## src/rtl/spi_flash_id_seq.sv

```systemverilog
// spi_flash_id_seq: command/readback sequencer in front of an SPI master core.
// Define SPI_ID_CHECK_EN to build the captured-ID comparator (drives id_match).
module spi_flash_id_seq #(
  parameter int                              DATA_W       = 16,
  parameter int                              FRAME_NUM    = 3,
  parameter logic [DATA_W-1:0]               CMD_WORD     = 16'h9000,
  parameter logic [DATA_W-1:0]               DUMMY_WORD   = '0,
  parameter logic [1:0]                      MODE         = 2'd3,
  parameter int                              POWERUP_WAIT = 100,
  parameter int                              REPEAT_WAIT  = 1000,
  parameter bit                              AUTO_REPEAT  = 1'b1,
  parameter logic [DATA_W*(FRAME_NUM-1)-1:0] EXPECT_ID    = '0
) (
  input  logic                              sys_clk,
  input  logic                              sys_rst,
  input  logic                              start,
  input  logic                              spi_done,
  input  logic [DATA_W-1:0]                 spi_rdata,
  output logic [1:0]                        spi_mode,
  output logic                              spi_en,
  output logic [DATA_W-1:0]                 spi_sdata,
  output logic                              busy,
  output logic                              id_valid,
  output logic [DATA_W*(FRAME_NUM-1)-1:0]   id_data,
  output logic                              id_match
);

  // state | meaning
  // PWR   | post-reset settling wait
  // IDLE  | ready; launches a transaction (auto or on start)
  // XFER  | spi_en high, frames in flight
  // GAP   | spi_en low, busy held until the repeat wait expires

  localparam int ID_W       = DATA_W * (FRAME_NUM - 1);
  localparam int SH_W       = (ID_W > DATA_W) ? ID_W - DATA_W : 1;
  localparam int FCNT_W     = $clog2(FRAME_NUM);
  localparam int LAST_FRAME = FRAME_NUM - 1;
  localparam int CNT_MAX    = (POWERUP_WAIT > REPEAT_WAIT) ? POWERUP_WAIT : REPEAT_WAIT;
  localparam int CNT_W      = $clog2(CNT_MAX + 1);

  // In free-running mode the IDLE cycle is part of the wait, so the power-up
  // and repeat intervals seen on spi_en come out exact.
  localparam int PWR_TC = (AUTO_REPEAT && POWERUP_WAIT > 1) ? POWERUP_WAIT - 2 : POWERUP_WAIT - 1;
  localparam int GAP_TC = (REPEAT_WAIT >= 2) ? REPEAT_WAIT - 2 : 0;

  typedef enum logic [1:0] {ST_PWR, ST_IDLE, ST_XFER, ST_GAP} state_t;

  state_t              state_q, state_d;
  logic [CNT_W-1:0]    cnt_q, cnt_d;
  logic [FCNT_W-1:0]   frame_q, frame_d;
  logic [SH_W-1:0]     shadow_q, shadow_d;
  logic [ID_W-1:0]     shadow_shift;
  logic                en_d, busy_d, valid_d;
  logic [DATA_W-1:0]   sdata_d;
  logic [ID_W-1:0]     id_d;

  assign spi_mode = MODE;

  if (ID_W > DATA_W) begin : g_shift_wide
    assign shadow_shift = {shadow_q, spi_rdata};
  end else begin : g_shift_single
    assign shadow_shift = spi_rdata;
  end

  always_ff @(posedge sys_clk) begin
    if (sys_rst) begin
      state_q   <= ST_PWR;
      cnt_q     <= '0;
      frame_q   <= '0;
      shadow_q  <= '0;
      spi_en    <= 1'b0;
      spi_sdata <= '0;
      busy      <= 1'b0;
      id_valid  <= 1'b0;
      id_data   <= '0;
    end else begin
      state_q   <= state_d;
      cnt_q     <= cnt_d;
      frame_q   <= frame_d;
      shadow_q  <= shadow_d;
      spi_en    <= en_d;
      spi_sdata <= sdata_d;
      busy      <= busy_d;
      id_valid  <= valid_d;
      id_data   <= id_d;
    end
  end

  always_comb begin
    state_d  = state_q;
    cnt_d    = cnt_q;
    frame_d  = frame_q;
    shadow_d = shadow_q;
    en_d     = spi_en;
    sdata_d  = spi_sdata;
    busy_d   = busy;
    valid_d  = 1'b0;
    id_d     = id_data;

    case (state_q)
      ST_PWR: begin
        if (cnt_q == CNT_W'(PWR_TC)) begin
          state_d = ST_IDLE;
          cnt_d   = '0;
        end else begin
          cnt_d = cnt_q + CNT_W'(1);
        end
      end

      ST_IDLE: begin
        if (AUTO_REPEAT || start) begin
          state_d = ST_XFER;
          en_d    = 1'b1;
          sdata_d = CMD_WORD;
          frame_d = '0;
          busy_d  = 1'b1;
        end
      end

      ST_XFER: begin
        if (spi_done) begin
          if (frame_q != '0) begin
            shadow_d = shadow_shift[SH_W-1:0];
          end
          if (frame_q == FCNT_W'(LAST_FRAME)) begin
            en_d    = 1'b0;
            sdata_d = '0;
            id_d    = shadow_shift;
            valid_d = 1'b1;
            cnt_d   = '0;
            if (AUTO_REPEAT && REPEAT_WAIT <= 1) begin
              state_d = ST_IDLE;
              busy_d  = 1'b0;
            end else begin
              state_d = ST_GAP;
            end
          end else begin
            frame_d = frame_q + FCNT_W'(1);
            sdata_d = DUMMY_WORD;
          end
        end
      end

      ST_GAP: begin
        if (!AUTO_REPEAT || cnt_q == CNT_W'(GAP_TC)) begin
          state_d = ST_IDLE;
          busy_d  = 1'b0;
          cnt_d   = '0;
        end else begin
          cnt_d = cnt_q + CNT_W'(1);
        end
      end

      default: state_d = ST_PWR;
    endcase
  end

`ifdef SPI_ID_CHECK_EN
  always_ff @(posedge sys_clk) begin
    if (sys_rst) begin
      id_match <= 1'b0;
    end else if (valid_d) begin
      id_match <= (shadow_shift == EXPECT_ID);
    end
  end
`else
  logic unused_expect;
  assign unused_expect = ^EXPECT_ID;
  assign id_match      = 1'b0;
`endif

endmodule
```

## config.mk

```make
export PLATFORM = sky130hd
export DESIGN_NAME = spi_flash_id_seq
export DESIGN_NICKNAME = d
export VERILOG_FILES = /design/src/rtl/spi_flash_id_seq.sv
export SDC_FILE = /design/constraint.sdc
export NUM_CORES = 1
export LEC_CHECK = 0
export CAP_MARGIN = 25
export CORE_ASPECT_RATIO = 0.75
export CORE_UTILIZATION = 52
export DETAILED_ROUTE_END_ITERATION = 10
export PLACE_DENSITY_LB_ADDON = 0.1
export SLEW_MARGIN = 10
export SYNTH_ARGS = -nofsm -noshare
export SYNTH_HDL_FRONTEND = slang
export SYNTH_SLANG_ARGS = --single-unit
export TNS_END_PERCENT = 30
```

## constraint.sdc

```tcl
create_clock -name sys_clk -period 3.89 [get_ports sys_clk]
set_clock_uncertainty 0.15 [all_clocks]
set_input_delay 0.778 -clock sys_clk [delete_from_list [all_inputs] [get_ports sys_clk]]
set_output_delay 0.778 -clock sys_clk [all_outputs]
set_load 0.02 [all_outputs]
```

; After elaboration in Yosys (flattened, before gate mapping)
; Cells that the tools add are included.
[classes]
bitwise = 2
mux = 21
n_div = 0
n_lt_le_gt_ge = 0
shifts = 0
eq_ne = 11
reduce_logical = 14
multipliers = 0
addsub = 2
[ops]
columns = operator, n
row1 = 10-bit two-way mux, 4
row2 = 16-bit case mux with 2 select lines, 1
row3 = 10-bit case mux with 3 select lines, 1
row4 = 16-bit two-way mux, 1
row5 = 3-bit AND reduction, 5
row6 = 2-bit two-way mux, 6
row7 = 10-bit by 1-bit adder with 10-bit output (second input constant), 1
row8 = 10-bit equality test (second input constant), 1
row9 = 10-bit by 7-bit equality test with 1-bit output (second input constant), 1
row10 = 2-bit inequality test (second input constant), 5
row11 = 2-bit case mux with 4 select lines, 1
row12 = 2-bit equality test (second input constant), 3
row13 = 2-bit nonzero test, 3
row14 = 1-bit two-way mux, 4
row15 = 1-bit case mux with 2 select lines, 2
row16 = 2-bit case mux with 2 select lines, 1
row17 = 2-bit AND reduction, 2
row18 = 4-bit AND reduction, 1
row19 = 3-bit nonzero test, 1
row20 = 3-bit OR reduction, 1
row21 = 2-bit by 1-bit adder with 2-bit output (second input constant), 1
row22 = 2-bit by 1-bit equality test with 1-bit output (second input constant), 1
row23 = 2-bit zero test, 1
row24 = 1-bit NOT, 2
[word_totals]
output_inout_bits = 54
regBits = 81
wordCells = 59
mem_bits_rw = 0
latch_bits = 0
mem_count = 0
romBits = 0

; Longest topological paths before layout
[logic_depth]
word_depth = 4
depth_mapped = 8

; Worst setup path after synthesis
; OpenSTA, ideal clock, no wires.
[synth_timing]
path_type = reg2reg
from = register cnt_q[0]
to = register state_q[0]
period_less_slack_ns = 2.127
required_ns = 3.619
t_arrival_ns = 1.855
stages_incl_launch_ff = 7
slack_ns = 1.763
n_path_buf = 0
cell_sequence = dfxtp_1 inv_1 ha_1 or3b_4 o31a_4 a211oi_4 mux2_4
[synth_between]
elab_chain_len = 3
elab_cells_between_ends = 5
cone_classes = eq/ne: 4 / reduce/logical: 1
[synth_lines]
columns = element, line_no
row1 = "start, declared", 49  ; logic [CNT_W-1:0] cnt_q, cnt_d;
row2 = "start signal, assigned", 78  ; cnt_q <= cnt_d;
row3 = 10-bit by 7-bit equality test with 1-bit output or 10-bit equality test (tied branches), "102, 145"
row4 = 2-bit inequality test (no source line), -
row5 = 4-bit AND reduction (no source line) (*), -
row6 = "end signal, assigned", 77  ; state_q <= state_d;
row7 = "end, declared", 48  ; state_t state_q, state_d;
; Mark *: on every way between the ends. The rest lies on a longest branch, timed or not.
; A chain may end at the register's enable or synchronous reset.

; Final worst setup path
[layout_timing]
from = input port spi_done
to = register cnt_q[6]
[layout_between]
elab_chain_len = 2
[layout_lines]
columns = element, line_no
row1 = "start, declared", 17  ; input logic spi_done,
row2 = 2-bit inequality test (no source line), -
row3 = 3-bit AND reduction (no source line), -
; Every way passes these cells.

==> results.json <==
{
  "synth_ff_type": "dfxtp_1",
  "finalHoldViolCount": 0,
  "synthAdderAreaFrac": 0.0401,
  "rows": 22,
  "drtIter0Drc": 113,
  "clk_pin_slew_ns": 0.07,
  "gp_congestion": 0.840,
  "finalCritPeriodShare": 0.627,
  "max_clock_freq_ghz": 0.410,
  "syn_avg_cell_area_um2": 8.01,
  "dr.pass1.iters": 4,
  "critPathTopFamily": "simple AND/OR/NAND/NOR gates",
  "tightest_slew_ns": 0.983,
  "finalCriticalPeriod_ns": 2.44,
  "drv_slew": 0,
  "synth.area.mux_share": 0.00890,
  "path_cells": "clkdlybuf4s50_1 > a21boi_2 > or4b_1 > or3_1 > a21oi_1",
  "diodes": 0,
  "holdBufCountCts": 0,
  "synth_simple_gate_area_frac": 0.229,
  "slowest_delay_ns": 0.59,
  "clockBufferDepth": 2,
  "drv_cap": 0,
  "clock-sinks": 66,
  "holdWs_ns": 0.299,
  "drt_wl_total_mm": 5.91,
  "setup_viol": 0,
  "grt_antenna_before_repair": 0,
  "cp-end-kind": "register",
  "synth_top_area_cell": "dfxtp_1",
  "cts_tree": "done",
  "wl_per_cell_um": 12.4,
  "grt_pass1_wl_mm": 9.98,
  "synth_compound_area_frac": 0.160,
  "grt_max_degree": 37,
  "p_leak_nw": 1.21,
  "postCtsSetupBuffers": 0,
  "boundaryPins": 74,
  "ys_seq_area_frac": 0.470,
  "criticalPathCategory": "in -> reg",
  "initial_utilization": 0.558,
  "whs_path_depth": 2,
  "endpoint": "cnt_q[6]",
  "crit_path_top_delay_cell": "or4b_1",
  "startpoint_type": "input port",
  "rsz0062_at_grt": "no",
  "vias_per_cell": 5.08,
  "r2r_slack_ns": 1.59,
  "dp_hpwl_mm": 3.89,
  "synth_xor_area_frac": 0.00312,
  "dp_cells": 459,
  "yosysWarningCount": 0,
  "drive_above_1_share": 0.0744,
  "grt_pass1_vias": 2189,
  "syn_to_final_growth_pct": 26.0,
  "dieArea_um2": 5710,
  "synth_top_family_by_area": "simple AND/OR/NAND/NOR gates",
  "reg2reg_to": "state_q[0]",
  "worst-path-stages": 5,
  "fin_ws_ns": 1.45,
  "synthTopCellsByArea": "dfxtp_1 47%, nand2_1 15%, a21oi_1 11%",
  "arrival_ns": 2.56,
  "r2r_cells": 5,
  "syn_area_um2": 2810,
  "cts-root-buf": "clkbuf_8",
  "async_reset_ff_frac": 0,
  "fp.dieW_um": 86.9,
  "port_buffers": 55,
  "vias": 2414,
  "ir_drop_mv": 0.333,
  "clk_latency_ns": 0.34,
  "nets": 427,
  "ys_ff_latch": 66,
  "overflow": 0,
  "synth-edff-count": 0,
  "dp_slack_ns": 1.10,
  "drtAntennaViolNets": 0,
  "cts-buffers-inserted": 9,
  "route.detailed.drc": 0,
  "core-area_um2": 5040,
  "cts.repair.resized": 0,
  "slew-limit-headroom": 0.341,
  "path_max_fanout": 9,
  "synthCells": 351,
  "cp_num_buf_inv": 1,
  "holdCritPathClass": "reg -> reg",
  "synth.top_cell.area_share": 0.470,
  "status": "complete, no violations",
  "r2r_start": "cnt_q[1]",
  "die_h_um": 65.7,
  "fin_cells": 475,
  "power_density_nw_per_um2": 445,
  "cp-startpoint": "spi_done",
  "cp.required_ns": 4.01,
  "yosysUniqueCellTypes": 39,
  "grt_usage": 0.231,
  "cts_max_level": 3,
  "setup_tns_ns": 0
}
## logic make-up after synthesis
kind of cell,after synthesis
adder cells (fa/ha/maj),9
AO/OA/AOI/OAI,77
XOR/XNOR,1
flip-flops,66
other,2
AND/OR/NAND/NOR,148
multiplexers,2
buffers and inverters,46
## metal layers
layer	track usage	up-vias	wire length, um
met5	0	-	0
met4	0.0646	0	43
met1	0.288	1122	2830
li1	-	1214	-
met3	0.103	5	467
met2	0.362	73	2570
## report_power, final
part	total, W	switching, W	internal, W
combinational	0.000218	0.000119	0.0000990
sequential	0.000726	0.0000270	0.000699
clock	0.000630	0.000254	0.000376
## registers in the layout (all words and copies together), names as in the netlist
register,count
spi_en,1
busy,1
id_data,32
id_valid,1
shadow_q,16
state_q,2
frame_q,2
spi_sdata,1
cnt_q,10
## per-stage QoR
stage,area (um^2),utilization,total power [W]
2_1_floorplan,2870,-,0.000903
3_3_place_gp,3320,0.659,0.000949
3_5_place_dp,3320,0.659,0.000956
4_1_cts,3540,0.703,0.00158
5_1_grt,3540,0.703,0.00164
6_report,3540,0.703,0.00157
## synthesized netlist by cell type, types with 2 or more instances
cell,number
nand2_1,110
dfxtp_1,66
a21oi_1,60
buf_4,18
clkbuf_1,17
ha_1,9
nor2_1,9
inv_1,8
o21ai_0,7
nand3_1,4
or3_1,4
nor4_1,3
o22ai_1,3
and2_1,2
buf_1,2
conb_1,2
nand4_1,2
nor2b_1,2
nor3_1,2
or2_2,2
## cell usage in the layout (no fill, tap or decap), types with 3 or more instances in the layout
cell,instances
o21ai_0,7
ha_1,9
buf_4,4
nand2_1,110
o22ai_1,3
inv_1,8
nor2_1,9
dfxtp_1,66
clkbuf_8,10
conb_1,17
a21oi_1,60
clkdlybuf4s50_1,54
nor4_1,3
nand3_1,4
or3_1,4
## tightest hold or removal path, cell delays in order (launching register included)
cell and delay, ns:
dfxtp_1 0.31, nand2_1 0.05, a21oi_1 0.05
## layout make-up
cell class | count | area, um^2
multi-input combinational | 254 | 1300
tap | 72 | 90.1
clock buffer | 11 | 141
fill | 437 | 1500
clock inverter | 5 | 77.6
timing repair buffer | 59 | 576
inverter | 8 | 30.0
sequential | 66 | 1320
## worst min-delay path by stage
stage | startpoint | end | slack (ns)
after detailed placement | shadow_q[0] | id_data[16] | 0.30
after global routing | shadow_q[12] | id_data[28] | 0.32
final | shadow_q[12] | id_data[28] | 0.30
after floorplan | frame_q[0] | frame_q[0] | 0.28
after global placement | shadow_q[2] | id_data[18] | 0.29
after CTS | shadow_q[11] | id_data[27] | 0.30
Note: power is estimated with default switching activity, not from simulation.
